**config.mk**
```make
export PLATFORM = sky130hd
export DESIGN_NAME = except_ctrl
export DESIGN_NICKNAME = d
export VERILOG_FILES = /design/src/rtl/except_ctrl.sv
export SDC_FILE = /design/constraint.sdc
export NUM_CORES = 1
export LEC_CHECK = 0
export BUFFER_PORTS_ARGS = -buffer_cell sky130_fd_sc_hd__buf_2
export CORE_AREA = 3 3 117 119
export CTS_CLUSTER_DIAMETER = 60
export DETAILED_ROUTE_END_ITERATION = 12
export DIE_AREA = 0 0 120 122
export PLACE_DENSITY = 0.57
export SYNTH_ARGS = -nofsm -noshare
export SYNTH_HDL_FRONTEND = slang
export SYNTH_SLANG_ARGS = --single-unit
```
**constraint.sdc**
```tcl
create_clock -name clk -period 2.48 [get_ports clk]
set_input_delay 0.248 -clock clk [delete_from_list [all_inputs] [get_ports clk]]
set_output_delay 0.248 -clock clk [all_outputs]
set_load 0.02 [all_outputs]
```
**src/rtl/except_ctrl.sv**
```systemverilog
// MEM-stage exception arbiter: picks the highest-priority event on a valid,
// unstalled instruction, reports it to cp0_reg and redirects with a flush pulse.
module except_ctrl #(
  parameter logic [31:0] EXC_VECTOR = 32'hBFC00380
) (
  input  logic        clk,
  input  logic        rst,
  input  logic        stall_i,
  input  logic        mem_valid_i,
  input  logic [31:0] mem_pc_i,
  input  logic        mem_in_ds_i,
  input  logic [31:0] mem_addr_i,
  input  logic [8:0]  mem_exc_i,
  input  logic [31:0] cp0_status_i,
  input  logic [31:0] cp0_cause_i,
  input  logic [31:0] cp0_epc_i,
  output logic [31:0] excepttype_o,
  output logic [31:0] pc_o,
  output logic [31:0] bad_vaddr_o,
  output logic        is_in_delayslot_o,
  output logic        mem_kill_o,
  output logic        flush_o,
  output logic [31:0] new_pc_o
);

  typedef enum logic {
    IDLE  = 1'b0,
    FLUSH = 1'b1
  } state_t;

  state_t      state_q;
  logic        int_pend_q;
  logic [31:0] new_pc_q;

  logic        int_req;
  logic        accept;
  logic        is_eret;
  logic [4:0]  code;
  logic [31:0] bad_vaddr;

  // Status/Cause bits outside the IM/IP, IE and EXL fields are not consulted.
  logic unused_cp0_bits;
  assign unused_cp0_bits = ^{cp0_status_i[31:16], cp0_status_i[7:2],
                             cp0_cause_i[31:16], cp0_cause_i[7:0]};

  assign int_req = (|(cp0_cause_i[15:8] & cp0_status_i[15:8]))
                 & cp0_status_i[0] & ~cp0_status_i[1];

  // rst gates acceptance so every output drops the moment reset rises.
  assign accept = ~rst & (state_q == IDLE) & mem_valid_i & ~stall_i
                & (int_pend_q | (|mem_exc_i));

  always_comb begin
    code      = 5'h00;
    bad_vaddr = 32'd0;
    is_eret   = 1'b0;
    if (int_pend_q) begin
      code = 5'h01;
    end else if (mem_exc_i[0]) begin
      code      = 5'h04;
      bad_vaddr = mem_pc_i;
    end else if (mem_exc_i[1]) begin
      code = 5'h0A;
    end else if (mem_exc_i[2]) begin
      code = 5'h0C;
    end else if (mem_exc_i[3]) begin
      code = 5'h0D;
    end else if (mem_exc_i[4]) begin
      code = 5'h08;
    end else if (mem_exc_i[5]) begin
      code = 5'h09;
    end else if (mem_exc_i[6]) begin
      code      = 5'h04;
      bad_vaddr = mem_addr_i;
    end else if (mem_exc_i[7]) begin
      code      = 5'h05;
      bad_vaddr = mem_addr_i;
    end else if (mem_exc_i[8]) begin
      code    = 5'h0E;
      is_eret = 1'b1;
    end
  end

  assign excepttype_o      = accept ? {27'd0, code} : 32'd0;
  assign pc_o              = accept ? mem_pc_i : 32'd0;
  assign bad_vaddr_o       = accept ? bad_vaddr : 32'd0;
  assign is_in_delayslot_o = accept & mem_in_ds_i;
  assign mem_kill_o        = accept;

  assign flush_o  = ~rst & (state_q == FLUSH);
  assign new_pc_o = flush_o ? new_pc_q : 32'd0;

  // The pending interrupt is wiped during FLUSH so it cannot be taken twice.
  always_ff @(posedge clk or posedge rst) begin
    if (rst) begin
      state_q    <= IDLE;
      int_pend_q <= 1'b0;
      new_pc_q   <= 32'd0;
    end else begin
      case (state_q)
        IDLE: begin
          int_pend_q <= int_req;
          if (accept) begin
            state_q  <= FLUSH;
            new_pc_q <= is_eret ? cp0_epc_i : EXC_VECTOR;
          end
        end
        FLUSH: begin
          int_pend_q <= 1'b0;
          state_q    <= IDLE;
        end
        default: begin
          int_pend_q <= 1'b0;
          state_q    <= IDLE;
        end
      endcase
    end
  end

endmodule

```
==> impl_results.md <==
- Async S/R FF share, synth: 100%
- Die height: between 100 and 150 um
- Final Hold Fails: 0
- Clock-pin slew on the worst setup and hold paths: 0.06 ns
- Setup TNS: 0 ns
- Number of synthesized flops with an enable pin: 0
- Max-slew headroom: 58.5%
- Worst path required time: between 2 and 2.5 ns
- GRT Overall Usage: 13.1%
- Warnings from Yosys: 0
- Total core area: 0.0127 mm^2
- Number of global-route vias before repair: 3175
- Post-route insts no fill: slightly above 700
- Critical path origin: state_q
- Setup violators final: 0
- Top cells by area, synth: dfrtp_1 31%, and2_1 15%, a21oi_2 9.5%
- Final Cycle Share: a little over nine tenths
- IO Port Bufs: 230
- Initial antenna violation count: 0
- Final clock skew: 0.00531 ns
- # DRC: 0
- Via count: approximately 3200
- Drt pass-1 iters: 4
- Max Cap Violations: 0
- Min-Delay Path Class: in -> reg
- CTS tree: built
- Total I/O pin count: 305
- Crit. End Element: primary output
- Post-Synthesis Cells: 324
- DR WL/cell: 14.8 um
- Setup crit end: bad_vaddr_o[0]
- Initial core utilization: 21.9%
- Share of cells above drive strength 1: around 53%
- Slew @ Worst Pin: between 0.6 and 0.7 ns
- Site Rows: 41
- GPL Wtd Cong: 0.838
- Synth cell types: 33
- Worst Path Arrival: 2.14 ns
- Pins Over Slew Limit: 0
- Number of nets in the layout: 717
- Ant diodes: 0
- GRT overflow: 0
- Prevailing post-synth register cell: dfrtp_1
- RR Startpoint: state_q
- Top cell type's share of synthesized area: 30.6%
- Hpwl dp: 8.39 mm
- Status: complete, no violations
- Pwr per Cell Area: 372 mW/mm^2
- RSZ-0062 raised after global routing: no
- Mapped cell area: 0.00278 mm^2
- R2R depth: 4
- Clock Sink Count: 34
- Period minus WS final: 2.38 ns
- Clk root buf: clkbuf_16
- Crit path kind: reg -> out
- Largest net degree at the start of global routing: 47
- Die width: around 120 um
- CTS HTree Levels: 2
- Worst Hold Launch: cp0_epc_i[9]
- Startpoint types: flip-flop
- Placed cells: slightly above 700
- Post-route ant nets: 0
- Synthesized flop and latch total: 34
- Worst skew pair latency: 0.27 ns
- Leakage power: between 0.002 and 0.0025 uW
- Die area: 0.0146 mm^2
- Max Root-Sink Buffers: 2
- R2R Path End: new_pc_q[4]
- Cts bufs inserted: 5
- Syn-to-layout area delta: 50.6%
- Global-route wire length before repair: 15.6 mm
- Worst vdd ir: 0.244 mV
- CP max FO: 19
- Yosys top cell by area: dfrtp_1
- Total wire length: approximately 11 mm
- Starting DRT DRC Count: 183
- Seq/Total Area, Yosys: 30.6%
- Max Fclk: 0.419 GHz
- Reg2reg setup slack: 0.57 ns
- Syn Area/Cell: 8.58 um^2
- Vias per cell: 4.47
## report_power, final
group | internal (uW) | switching (uW)
sequential | 558 | 3.35
combinational | 142 | 231
clock | 397 | 227
total | 1100 | 462
## critical path, stage by stage (launching register included)
cell	delay [ns]
dfrtp_1	0.39
or4b_4	0.56
a311o_2	0.38
buf_8	0.19
a21oi_1	0.17
buf_4	0.18
## cell usage in the layout (no fill, tap or decap), types with 2 or more instances in the layout
| cell type | netlist | layout |
|---|---|---|
| buf_2 | 3 | 228 |
| buf_4 | 31 | 11 |
| a22oi_1 | 4 | 4 |
| clkbuf_16 | 0 | 5 |
| and2_1 | 65 | 65 |
| o22a_1 | 12 | 12 |
| nor4_2 | 2 | 3 |
| a22o_1 | 20 | 20 |
| conb_1 | 1 | 28 |
| a21oi_1 | 4 | 4 |
| nand2_1 | 32 | 32 |
| nand4_1 | 34 | 34 |
| inv_1 | 4 | 4 |
| nor2b_1 | 2 | 2 |
| nor3b_1 | 3 | 3 |
| a21oi_2 | 30 | 30 |
| nor3_1 | 3 | 3 |
| buf_12 | 0 | 2 |
| dfrtp_1 | 34 | 34 |
## what timing repair did
item                                    in CTS  in global routing
endpoints found under the hold margin        2                  0
cloned                                       0                  1
resized for setup                            8                  1
pin swaps                                    1                  0
setup buffers                                0                  1
endpoints found under the setup margin      56                 36
hold buffers                                 1                  0
## flip-flops by register name (all words and copies together), names as in the netlist
| register | flops |
|---|---|
| new_pc_q | 32 |
| int_pend_q | 1 |
| state_q | 1 |
## cell type report
class,instances,area (um^2)
Multi-Input combinational cell,253,1630
Sequential cell,34,851
Tap cell,172,215
Timing Repair inverter,1,8.76
Clock buffer,6,139
Timing Repair Buffer,243,1290
Inverter,5,45.0
Clock inverter,2,12.5
Fill cell,1359,8480
## metal layers
layer  GRT usage [%]  up-vias  routed length [um]
met1            15.6     1484                4120
li1                -     1531                   -
met5               0        -                   0
met3            2.46       16                 811
met4            4.44        0                 204
met2            23.5      168                5440
## per-stage QoR
stage	power (uW)	util (%)	setup slack, ns	hold slack [ns]	instance area (um^2)
2_1_floorplan	801	-	0.407	0.374	2880
3_5_place_dp	932	31.3	0.163	0.141	3970
5_1_grt	1640	33.1	0.0360	0.192	4190
6_report	1560	33.1	0.0954	0.191	4190
3_3_place_gp	929	31.3	0.213	0.134	3970
4_1_cts	1580	32.9	0.00614	0.184	4170
## logic make-up (layout without fill, tap and decap cells)
logic type | count (synthesis) | after routing | synth area share [%]
other | 1 | 28 | 0.135
and+or+nand+nor | 150 | 150 | 31.5
AOI/OAI and AO/OA | 75 | 75 | 22.8
buffers and inverters | 64 | 257 | 14.9
DFF | 34 | 34 | 30.6
## worst min-delay path by stage
stage | to | slack (ns) | cells past startpoint
4_1_cts | new_pc_q[5] | 0.18 | 2
6_report | new_pc_q[9] | 0.19 | 2
5_1_grt | new_pc_q[2] | 0.19 | 2
2_1_floorplan | new_pc_q[27] | 0.37 | 1
3_3_place_gp | state_q | 0.13 | 2
3_5_place_dp | int_pend_q | 0.14 | 2
## cells in the mapped netlist, drive strengths merged (2+ instances only)
master	n
a21oi	34
a22o	20
a22oi	4
and2	65
buf	41
clkbuf	18
dfrtp	34
inv	5
nand2	32
nand4	34
nor2	2
nor2b	2
nor3	3
nor3b	3
nor4	3
o22a	12
(Power assumes the default switching activity.)
